==> src/rtl/fmap_stream_reader_if.sv <==
// Feature-map reader bus: synchronous buffer read port plus the tagged valid/ready output stream.
// master = reader side (fmap_stream_reader), slave = buffer/downstream side.
interface fmap_stream_reader_if #(
  parameter int unsigned BITWIDTH = 32,
  parameter int unsigned CHANNELS = 2,
  parameter int unsigned HEIGHT   = 28,
  parameter int unsigned WIDTH    = 28,
  parameter int unsigned ADDR_W   = 11
);
  localparam int unsigned CH_W  = (CHANNELS > 1) ? $clog2(CHANNELS) : 1;
  localparam int unsigned ROW_W = (HEIGHT > 1) ? $clog2(HEIGHT) : 1;
  localparam int unsigned COL_W = (WIDTH > 1) ? $clog2(WIDTH) : 1;

  logic                mem_rd_en;
  logic [ADDR_W-1:0]   mem_rd_addr;
  logic [BITWIDTH-1:0] mem_rd_data;
  logic                out_valid;
  logic                out_ready;
  logic [BITWIDTH-1:0] out_data;
  logic [CH_W-1:0]     out_ch;
  logic [ROW_W-1:0]    out_row;
  logic [COL_W-1:0]    out_col;
  logic                out_eol;
  logic                out_eof;

  modport master (
    output mem_rd_en, mem_rd_addr,
    input  mem_rd_data,
    output out_valid, out_data, out_ch, out_row, out_col, out_eol, out_eof,
    input  out_ready
  );

  modport slave (
    input  mem_rd_en, mem_rd_addr,
    output mem_rd_data,
    input  out_valid, out_data, out_ch, out_row, out_col, out_eol, out_eof,
    output out_ready
  );
endinterface

==> src/rtl/fmap_stream_reader.sv <==
// Streams a CHANNELS x HEIGHT x WIDTH feature map out of a synchronous-read buffer with coordinate
// tags. Optional FMAP_READER_RELU_EN clamps negative words to zero and adds a sticky neg_seen flag.
module fmap_stream_reader #(
  parameter int unsigned BITWIDTH = 32,
  parameter int unsigned CHANNELS = 2,
  parameter int unsigned HEIGHT   = 28,
  parameter int unsigned WIDTH    = 28,
  parameter int unsigned ADDR_W   = 11
) (
  input  logic                 clk,
  input  logic                 rst_n,
  input  logic                 start,
  output logic                 busy,
  output logic                 done,
`ifdef FMAP_READER_RELU_EN
  output logic                 neg_seen,
`endif
  fmap_stream_reader_if.master bus
);
  localparam int unsigned CH_W  = (CHANNELS > 1) ? $clog2(CHANNELS) : 1;
  localparam int unsigned ROW_W = (HEIGHT > 1) ? $clog2(HEIGHT) : 1;
  localparam int unsigned COL_W = (WIDTH > 1) ? $clog2(WIDTH) : 1;
  localparam int unsigned TAG_W = CH_W + ROW_W + COL_W + 2;
  localparam int unsigned ENT_W = BITWIDTH + TAG_W;

  typedef enum logic [1:0] {StIdle, StRun, StDrain, StDone} state_e;
  state_e state_q;

  // Coordinates of the next read to issue; forced to zero while idle so a start begins at 0.
  logic [CH_W-1:0]   nxt_ch_q, cur_ch, nxt_ch_d;
  logic [ROW_W-1:0]  nxt_row_q, cur_row, nxt_row_d;
  logic [COL_W-1:0]  nxt_col_q, cur_col, nxt_col_d;
  logic [ADDR_W-1:0] nxt_addr_q, cur_addr;
  logic              col_last, row_last, ch_last, last_cell;
  logic [TAG_W-1:0]  cur_tag;

  logic              rd_en_q;
  logic [ADDR_W-1:0] rd_addr_q;
  logic [TAG_W-1:0]  iss_tag_q;   // tags of the read on the bus this cycle
  logic [TAG_W-1:0]  pipe_tag_q;  // tags of the data returning this cycle
  logic              inflight_q;

  logic [ENT_W-1:0]  fifo_q [2];
  logic              rd_ptr_q, wr_ptr_q;
  logic [1:0]        count_q, count_d;

  logic [BITWIDTH-1:0] word_in;
  logic [ENT_W-1:0]    in_ent, head_ent;
  logic                out_valid, pop, pop_fifo, push, issue;
  logic [2:0]          occ_next;

  assign cur_ch   = (state_q == StIdle) ? '0 : nxt_ch_q;
  assign cur_row  = (state_q == StIdle) ? '0 : nxt_row_q;
  assign cur_col  = (state_q == StIdle) ? '0 : nxt_col_q;
  assign cur_addr = (state_q == StIdle) ? '0 : nxt_addr_q;

  assign col_last  = (cur_col == COL_W'(WIDTH - 1));
  assign row_last  = (cur_row == ROW_W'(HEIGHT - 1));
  assign ch_last   = (cur_ch == CH_W'(CHANNELS - 1));
  assign last_cell = ch_last && row_last && col_last;
  assign cur_tag   = {cur_ch, cur_row, cur_col, col_last, last_cell};

  always_comb begin
    nxt_col_d = cur_col + COL_W'(1);
    nxt_row_d = cur_row;
    nxt_ch_d  = cur_ch;
    if (col_last) begin
      nxt_col_d = '0;
      nxt_row_d = cur_row + ROW_W'(1);
      if (row_last) begin
        nxt_row_d = '0;
        nxt_ch_d  = ch_last ? '0 : cur_ch + CH_W'(1);
      end
    end
  end

`ifdef FMAP_READER_RELU_EN
  assign word_in = bus.mem_rd_data[BITWIDTH-1] ? '0 : bus.mem_rd_data;
`else
  assign word_in = bus.mem_rd_data;
`endif

  // Two-entry fall-through skid: returning data bypasses straight to the output when empty.
  assign in_ent    = {word_in, pipe_tag_q};
  assign out_valid = (count_q != 2'd0) || inflight_q;
  assign head_ent  = (count_q != 2'd0) ? fifo_q[rd_ptr_q] : in_ent;
  assign pop       = out_valid && bus.out_ready;
  assign pop_fifo  = pop && (count_q != 2'd0);
  assign push      = inflight_q && !(pop && (count_q == 2'd0));
  assign count_d   = count_q + {1'b0, push} - {1'b0, pop_fifo};

  // Next-cycle buffered + in-flight words; a new read is only issued while that stays below 2.
  assign occ_next = {1'b0, count_d} + {2'b00, rd_en_q};
  assign issue    = (state_q == StIdle) ? start : ((state_q == StRun) && (occ_next < 3'd2));

  assign bus.mem_rd_en   = rd_en_q;
  assign bus.mem_rd_addr = rd_addr_q;
  assign bus.out_valid   = out_valid;
  assign {bus.out_data, bus.out_ch, bus.out_row, bus.out_col, bus.out_eol, bus.out_eof} =
      out_valid ? head_ent : '0;

  always_ff @(posedge clk or negedge rst_n) begin
    if (!rst_n) begin
      state_q <= StIdle;
      busy    <= 1'b0;
      done    <= 1'b0;
    end else begin
      done <= 1'b0;
      unique case (state_q)
        StIdle: begin
          if (start) begin
            state_q <= StRun;
            busy    <= 1'b1;
          end
        end
        StRun: begin
          if (issue && last_cell) state_q <= StDrain;
        end
        StDrain: begin
          if (pop && head_ent[0]) begin
            state_q <= StDone;
            busy    <= 1'b0;
            done    <= 1'b1;
          end
        end
        StDone:  state_q <= StIdle;
        default: state_q <= StIdle;
      endcase
    end
  end

  always_ff @(posedge clk or negedge rst_n) begin
    if (!rst_n) begin
      rd_en_q    <= 1'b0;
      rd_addr_q  <= '0;
      nxt_ch_q   <= '0;
      nxt_row_q  <= '0;
      nxt_col_q  <= '0;
      nxt_addr_q <= '0;
      iss_tag_q  <= '0;
      pipe_tag_q <= '0;
      inflight_q <= 1'b0;
    end else begin
      rd_en_q    <= issue;
      inflight_q <= rd_en_q;
      pipe_tag_q <= iss_tag_q;
      if (issue) begin
        rd_addr_q  <= cur_addr;
        iss_tag_q  <= cur_tag;
        nxt_ch_q   <= nxt_ch_d;
        nxt_row_q  <= nxt_row_d;
        nxt_col_q  <= nxt_col_d;
        nxt_addr_q <= cur_addr + ADDR_W'(1);
      end
    end
  end

  always_ff @(posedge clk or negedge rst_n) begin
    if (!rst_n) begin
      fifo_q[0] <= '0;
      fifo_q[1] <= '0;
      rd_ptr_q  <= 1'b0;
      wr_ptr_q  <= 1'b0;
      count_q   <= 2'd0;
    end else begin
      if (push) begin
        fifo_q[wr_ptr_q] <= in_ent;
        wr_ptr_q         <= ~wr_ptr_q;
      end
      if (pop_fifo) rd_ptr_q <= ~rd_ptr_q;
      count_q <= count_d;
    end
  end

`ifdef FMAP_READER_RELU_EN
  always_ff @(posedge clk or negedge rst_n) begin
    if (!rst_n) begin
      neg_seen <= 1'b0;
    end else if ((state_q == StIdle) && start) begin
      neg_seen <= 1'b0;
    end else if (inflight_q && bus.mem_rd_data[BITWIDTH-1]) begin
      neg_seen <= 1'b1;
    end
  end
`endif

endmodule

==> src/flat_wrapper.sv <==
// flat-port wrapper written by rule: the top's interface ports become plain ports
module fmap_stream_reader_flat 
#(
  parameter int unsigned BITWIDTH = 32,
  parameter int unsigned CHANNELS = 2,
  parameter int unsigned HEIGHT   = 28,
  parameter int unsigned WIDTH    = 28,
  parameter int unsigned ADDR_W   = 11
)
  (clk, rst_n, start, busy, done, bus_mem_rd_en, bus_mem_rd_addr, bus_mem_rd_data, bus_out_valid, bus_out_data, bus_out_ch, bus_out_row, bus_out_col, bus_out_eol, bus_out_eof, bus_out_ready);
  fmap_stream_reader_if #(.BITWIDTH(BITWIDTH), .CHANNELS(CHANNELS), .HEIGHT(HEIGHT), .WIDTH(WIDTH), .ADDR_W(ADDR_W)) bus_i ();
  input  logic clk;
  input  logic rst_n;
  input  logic start;
  output logic busy;
  output logic done;
  output wire logic [$bits(bus_i.mem_rd_en)-1:0] bus_mem_rd_en;
  output wire logic [$bits(bus_i.mem_rd_addr)-1:0] bus_mem_rd_addr;
  input wire logic [$bits(bus_i.mem_rd_data)-1:0] bus_mem_rd_data;
  output wire logic [$bits(bus_i.out_valid)-1:0] bus_out_valid;
  output wire logic [$bits(bus_i.out_data)-1:0] bus_out_data;
  output wire logic [$bits(bus_i.out_ch)-1:0] bus_out_ch;
  output wire logic [$bits(bus_i.out_row)-1:0] bus_out_row;
  output wire logic [$bits(bus_i.out_col)-1:0] bus_out_col;
  output wire logic [$bits(bus_i.out_eol)-1:0] bus_out_eol;
  output wire logic [$bits(bus_i.out_eof)-1:0] bus_out_eof;
  input wire logic [$bits(bus_i.out_ready)-1:0] bus_out_ready;
  assign bus_mem_rd_en = bus_i.mem_rd_en;
  assign bus_mem_rd_addr = bus_i.mem_rd_addr;
  assign bus_i.mem_rd_data = bus_mem_rd_data;
  assign bus_out_valid = bus_i.out_valid;
  assign bus_out_data = bus_i.out_data;
  assign bus_out_ch = bus_i.out_ch;
  assign bus_out_row = bus_i.out_row;
  assign bus_out_col = bus_i.out_col;
  assign bus_out_eol = bus_i.out_eol;
  assign bus_out_eof = bus_i.out_eof;
  assign bus_i.out_ready = bus_out_ready;
  fmap_stream_reader #(.BITWIDTH(BITWIDTH), .CHANNELS(CHANNELS), .HEIGHT(HEIGHT), .WIDTH(WIDTH), .ADDR_W(ADDR_W)) u_core (.clk(clk), .rst_n(rst_n), .start(start), .busy(busy), .done(done), .bus(bus_i));
endmodule
==> config.mk <==
export PLATFORM = sky130hd
export DESIGN_NAME = fmap_stream_reader_flat
export DESIGN_NICKNAME = d
export VERILOG_FILES = /design/src/rtl/fmap_stream_reader_if.sv /design/src/rtl/fmap_stream_reader.sv /design/src/flat_wrapper.sv
export SDC_FILE = /design/constraint.sdc
export NUM_CORES = 1
export LEC_CHECK = 0
export CORE_MARGIN = 3
export CORE_UTILIZATION = 48
export CTS_BUF_LIST = sky130_fd_sc_hd__clkbuf_4
export DETAILED_ROUTE_END_ITERATION = 7
export PLACE_DENSITY = 0.71
export SLEW_MARGIN = 0
export SYNTH_ARGS = -nofsm -noshare
export SYNTH_HDL_FRONTEND = slang
export SYNTH_SLANG_ARGS = --single-unit
==> constraint.sdc <==
create_clock -name clk -period 6.2 [get_ports clk]
set_input_delay 0.93 -clock clk [delete_from_list [all_inputs] [get_ports clk]]
set_output_delay 0.93 -clock clk [all_outputs]
set_load 0.05 [all_outputs]
== Word level (Yosys, flattened, before mapping) ==
Index checks and enable logic that the tools add are counted.
Widths: inputs -> output; s select.

* Flip-flop bits (word level): 159
* Output and inout bits: 60
* Logic and storage cells: 86

* Add/subtract/negate cells: 7
* Magnitude comparators: 4
* Eq/ne operators: 8
* Muxes and demuxes: 28
* Bitwise gates (word level): 4
* Reductions and logical operators: 18

{| class="wikitable"
|+ Operators by type and width
! operator !! number
|-
| $mux 45 || 6
|-
| $bwmux 90 || 1
|-
| $demux 45 s1 || 1
|-
| $mux 5 || 5
|-
| $add 11x1->11 const B || 1
|-
| $mux 11 || 1
|-
| $add 5x1->5 const B || 2
|-
| $eq 5x5->1 const B || 2
|-
| $logic_and 1x1->1 || 10
|-
| $mux 1 || 9
|-
| $pmux 2 s4 || 1
|-
| $mux 2 || 3
|-
| $reduce_and 3->1 || 2
|-
| $eq 2x2->1 const B || 2
|-
| $ge 2x2->1 const B || 2
|-
| $logic_not 2->1 || 2
|-
| $ne 2x2->1 const B || 2
|-
| $not 1->2 || 2
|-
| $reduce_bool 2->1 || 2
|-
| $add 2x1->3 || 1
|-
| $lt 3x2->1 const B || 1
|-
| $add 2x1->2 || 1
|-
| $eq 2x1->1 const B || 1
|-
| $lt 2x1->1 const B || 1
|-
| 7 further kinds || 8
|}

== Longest topological paths before layout ==
* Depth after elaboration: 15
* Mapped depth: 13
* Mapped depth without buffers: 10

== Worst setup path after synthesis ==
Ideal clock, no wire load.

* Path kind: register to output
* Start: register u_core.rd_ptr_q
* End: output bus_out_data[12]
* Arrival: 2222 ps
* Path slack: 3048 ps
* Cell stages (with the launch flop): 5
* Buffers on the path: 2
* Path through: dfrtp_1 > buf_2 > clkbuf_1 > mux2i_1 > o21ai_0

* Longest elaborated chain between the ends: 6

{| class="wikitable"
|+ Ends and longest elaborated chain
! element !! line !! text
|-
| start: declaration || fmap_stream_reader.sv:44 || <nowiki>logic rd_ptr_q, wr_ptr_q;</nowiki>
|-
| start signal: assignment || fmap_stream_reader.sv:170 || <nowiki>if (pop_fifo) rd_ptr_q <= ~rd_ptr_q;</nowiki>
|-
| $not 1->2 (not written as such) || fmap_stream_reader.sv:86 || <nowiki>assign head_ent = (count_q != 2'd0) ? fifo_q[rd_ptr_q] : in_ent;</nowiki>
|-
| $mux 45 (not written as such) (3 in series) || fmap_stream_reader.sv:86 ||
|-
| $mux 45 || fmap_stream_reader.sv:86 ||
|-
| $mux 45 || fmap_stream_reader.sv:100 || <nowiki>out_valid ? head_ent : '0;</nowiki>
|-
| end: declaration || flat_wrapper.sv:21 || <nowiki>output wire logic [$bits(bus_i.out_data)-1:0] bus_out_data;</nowiki>
|}

No other way between the ends. The select of a mux whose other input is x is not followed.

== Worst setup path in the final report ==
* Start: register u_core.rd_ptr_q
* End: output bus_out_data[11]

Same word-level chain as after synthesis.

==> flow_summary.toml <==
[routing]
route.vias.total = 5271
via_per_inst = 5.54
drt.antenna.violating_nets = 0
drtIter0Drc = 367
drcViolationCount = 0
detail_route.wl_per_cell_um = 16.9
wirelength_um = 16100
detailedRoute.firstPassIterationCount = 6

[worst_setup_path]
worst_path_dominant_cell_family = "buffers and inverters"
critPathMaxStageDelay_ns = 0.91
crit_path_start_kind = "flop"
critical_register_to_register_path_startpoint = "u_core.count_q[1]"
path_cells = "buf_4 > mux2i_1 > o21ai_0 > clkdlybuf4s50_1"
cpMaxStageDelayCell = "sky130_fd_sc_hd__dfrtp_2"
end_kind = "primary output"
critPathLaunch = "u_core.rd_ptr_q"
timing_worst_setup_path_type = "reg2out"
critical_path_peak_fanout = 25
critical_path.n_buffers_inverters = 2
worst-endpoint-required_ns = 5.27
worst_ep_arrival_time_ns = 3.24

[power_and_ir_drop]
leakage_power_total_nw = 4.30
worst_ir_drop_vdd_v = 0.000210
p_per_area_nw_per_um2 = 242
totalPowerFinal_mw = 2.19

[synthesis]
syn-mean-instance-area_um2 = 11.7
synth_area_leaders = "sky130_fd_sc_hd__dfrtp_1, sky130_fd_sc_hd__mux2_2, sky130_fd_sc_hd__mux2i_1"
synth_top_cell_by_area = "sky130_fd_sc_hd__dfrtp_1"
ys_seq_area_frac = 0.526
netlist_area_um2 = 7560
yosys_warnings = 0
async_flop_share = 1.00
postSynthNetCount = 693
post-synth-top-area-fraction = 0.526
synth.most_common_cell = "sky130_fd_sc_hd__dfrtp_1"
synth.distinct_cells = 52
synthesis.instances = 648
synth_ff_type = "sky130_fd_sc_hd__dfrtp_1"
synth.ff_latch_count = 159
synth_common_cells = "sky130_fd_sc_hd__dfrtp_1, sky130_fd_sc_hd__mux2_2, sky130_fd_sc_hd__o21ai_0"
number_of_enable_type_register_cells_in_the_synthesized_netlist = 0

[timing]
worst_slew_pin_slew_ns = 1.20
timing.final.hold_violations = 0
fin_tns_setup_ns = 0
layout_min_cycle_time_ns = 4.17
worst_clock_skew_ns = 0.0149
unrepaired_setup_endpoints_after_global_routing = "no"
fmax_mhz = 240
slew_headroom = 0.197
final_max_slew_viol_count = 0
setup_violations = 0
min_period_over_period = 0.673
finalWorstSetupSlack_ns = 2.03

[layout]
layoutNonFillerInstCount = 952
nNetsFinal = 772
share_of_final_layout_standard_cells_stronger_than_drive_strength_1 = 0.199
postLayoutCellArea_um2 = 9040
areaGrowthSynthToFinish_pct = 19.7

[min_path]
hold_path.class = "reg2reg"
timing.hold.worst.start = "u_core.iss_tag_q[1]"

[floorplanning]
die-area_um2 = 17300
coreArea_um2 = 15300
floorplan.die.width_um = 131
effective_utilization_at_floorplan = 0.493
fp-row-count = 45
die_h_um = 131
num_io_pins = 96

[run_status]
outcome = "finished, final reports clean"

[place]
gp_congestion = 0.798
preCtsSetupSlack_ns = 1.71
detailed_place_hpwl_um = 10200
port_buffers = 95
post_dp_cell_area_um2 = 8670
dpl.cell_count = 919

[clock_tree]
post_cts.repair.setup_buffers = 0
cts_hold_repair.buffers = 0
cts_num_sinks = 159
cts_max_path_buffers = 2
skew_pair_late_insertion_delay_ns = 0.56
clock-root-buffer = "sky130_fd_sc_hd__clkbuf_4"
tritoncts.num_buffers = 17
cts_repair_resize_count = 0
tritoncts = "yes"
htree_num_levels = 4
clkSlewWorstSetupHoldPaths_ns = 0.13

[global_route]
global_route_wire_length_before_repair_um = 27400
antenna_violations_before_repair = 1
track_usage = 0.193
first_global_vias = 5575
global_route.overflow_total = 0
grt_start_max_net_pins = 108

[run]
cap_viol_max_count = 0
final cells by class:
| cell class | count | area [um2] |
|---|---|---|
| multi-input cells | 432 | 3360 |
| diodes | 1 | 2.50 |
| inverters | 15 | 58.8 |
| fillers | 1300 | 6270 |
| flip-flops and latches | 159 | 3980 |
| clock inverters | 15 | 241 |
| well taps | 211 | 264 |
| clock buffers | 17 | 128 |
| repair buffers | 102 | 1000 |
power breakdown:
| part | total (mW) | leakage [nW] | internal [mW] | switching, mW |
|---|---|---|---|---|
| clock network | 0.766 | 0.183 | 0.399 | 0.367 |
| registers | 1.11 | 2.18 | 1.05 | 0.0574 |
| logic | 0.320 | 1.94 | 0.121 | 0.200 |
| total | 2.19 | 4.30 | 1.57 | 0.624 |
placed cells by master (no fill, tap or decap), types with 2 or more instances in the layout:
master                            instances
sky130_fd_sc_hd__a21o_1                   2
sky130_fd_sc_hd__a21oi_1                  9
sky130_fd_sc_hd__a22o_1                   5
sky130_fd_sc_hd__a31oi_1                  4
sky130_fd_sc_hd__and2_1                   2
sky130_fd_sc_hd__and3_1                   5
sky130_fd_sc_hd__buf_4                    7
sky130_fd_sc_hd__bufinv_16                6
sky130_fd_sc_hd__clkbuf_4                17
sky130_fd_sc_hd__clkdlybuf4s50_1         94
sky130_fd_sc_hd__clkinv_1                 3
sky130_fd_sc_hd__clkinv_4                 2
sky130_fd_sc_hd__clkinvlp_4               3
sky130_fd_sc_hd__dfrtp_1                158
sky130_fd_sc_hd__ha_1                     9
sky130_fd_sc_hd__inv_1                   13
sky130_fd_sc_hd__mux2_2                  93
sky130_fd_sc_hd__mux2_4                   4
sky130_fd_sc_hd__mux2i_1                 66
sky130_fd_sc_hd__nand2_1                 36
sky130_fd_sc_hd__nand3_1                 55
sky130_fd_sc_hd__nand4_1                  7
sky130_fd_sc_hd__nor2_1                  10
sky130_fd_sc_hd__nor2b_1                  7
sky130_fd_sc_hd__nor4_1                   2
sky130_fd_sc_hd__o211ai_1                 5
sky130_fd_sc_hd__o21ai_0                 68
sky130_fd_sc_hd__o22ai_1                  4
sky130_fd_sc_hd__o41ai_1                  3
sky130_fd_sc_hd__or3_1                    3
sky130_fd_sc_hd__or4_1                    2
sky130_fd_sc_hd__xor2_1                   6
sequential cells by signal (all words and copies together), names as in the netlist, 5 cells and up:
name / cells
u_core.nxt_col_q: 5
u_core.fifo_q: 90
u_core.pipe_tag_q: 13
u_core.nxt_row_q: 5
u_core.nxt_addr_q: 11
u_core.bus.mem_rd_addr: 11
u_core.iss_tag_q: 13
through the flow:
| step | utilization | hold slack [ns] |
|---|---|---|
| after floorplan | - | 0.354 |
| after global placement | 0.566 | 0.374 |
| after detailed placement | 0.566 | 0.365 |
| after CTS | 0.590 | 0.394 |
| after global routing | 0.590 | 0.413 |
| final | 0.590 | 0.398 |
cell families (layout without fill, tap and decap cells):
kind of cell    Yosys count  count (layout)  share of synthesized area
flops                   159             159                      0.526
other cells               0               1                          0
buf+inv                  57             149                     0.0311
mux                     163             163                      0.234
fa+ha+maj                 9               9                     0.0149
simple gates            140             140                     0.0935
compound gates          113             113                     0.0901
xor+xnor                  7               7                    0.00993
layer usage:
metal  vias to the layer above  share of wire  GRT usage
met5                         -              0          0
met4                         0          0.017     0.0595
met3                        24          0.038     0.0479
met2                       105           0.50      0.334
met1                      2636           0.45      0.240
li1                       2506              -          -
final timing paths:
check | cells after the start | slack [ns] | end
worst min register to register | 0 | 0.40 | u_core.pipe_tag_q[1]
worst max register to register | 8 | 2.06 | u_core.nxt_addr_q[10]
min in group asynchronous | 1 | 0.47 | u_core.fifo_q[82]
worst max-delay path | 4 | 2.03 | bus_out_data[11]
max in group asynchronous | 2 | 4.51 | u_core.fifo_q[13]
worst min-delay path | 0 | 0.40 | u_core.pipe_tag_q[1]
Note: power is estimated with default switching activity, not from simulation.
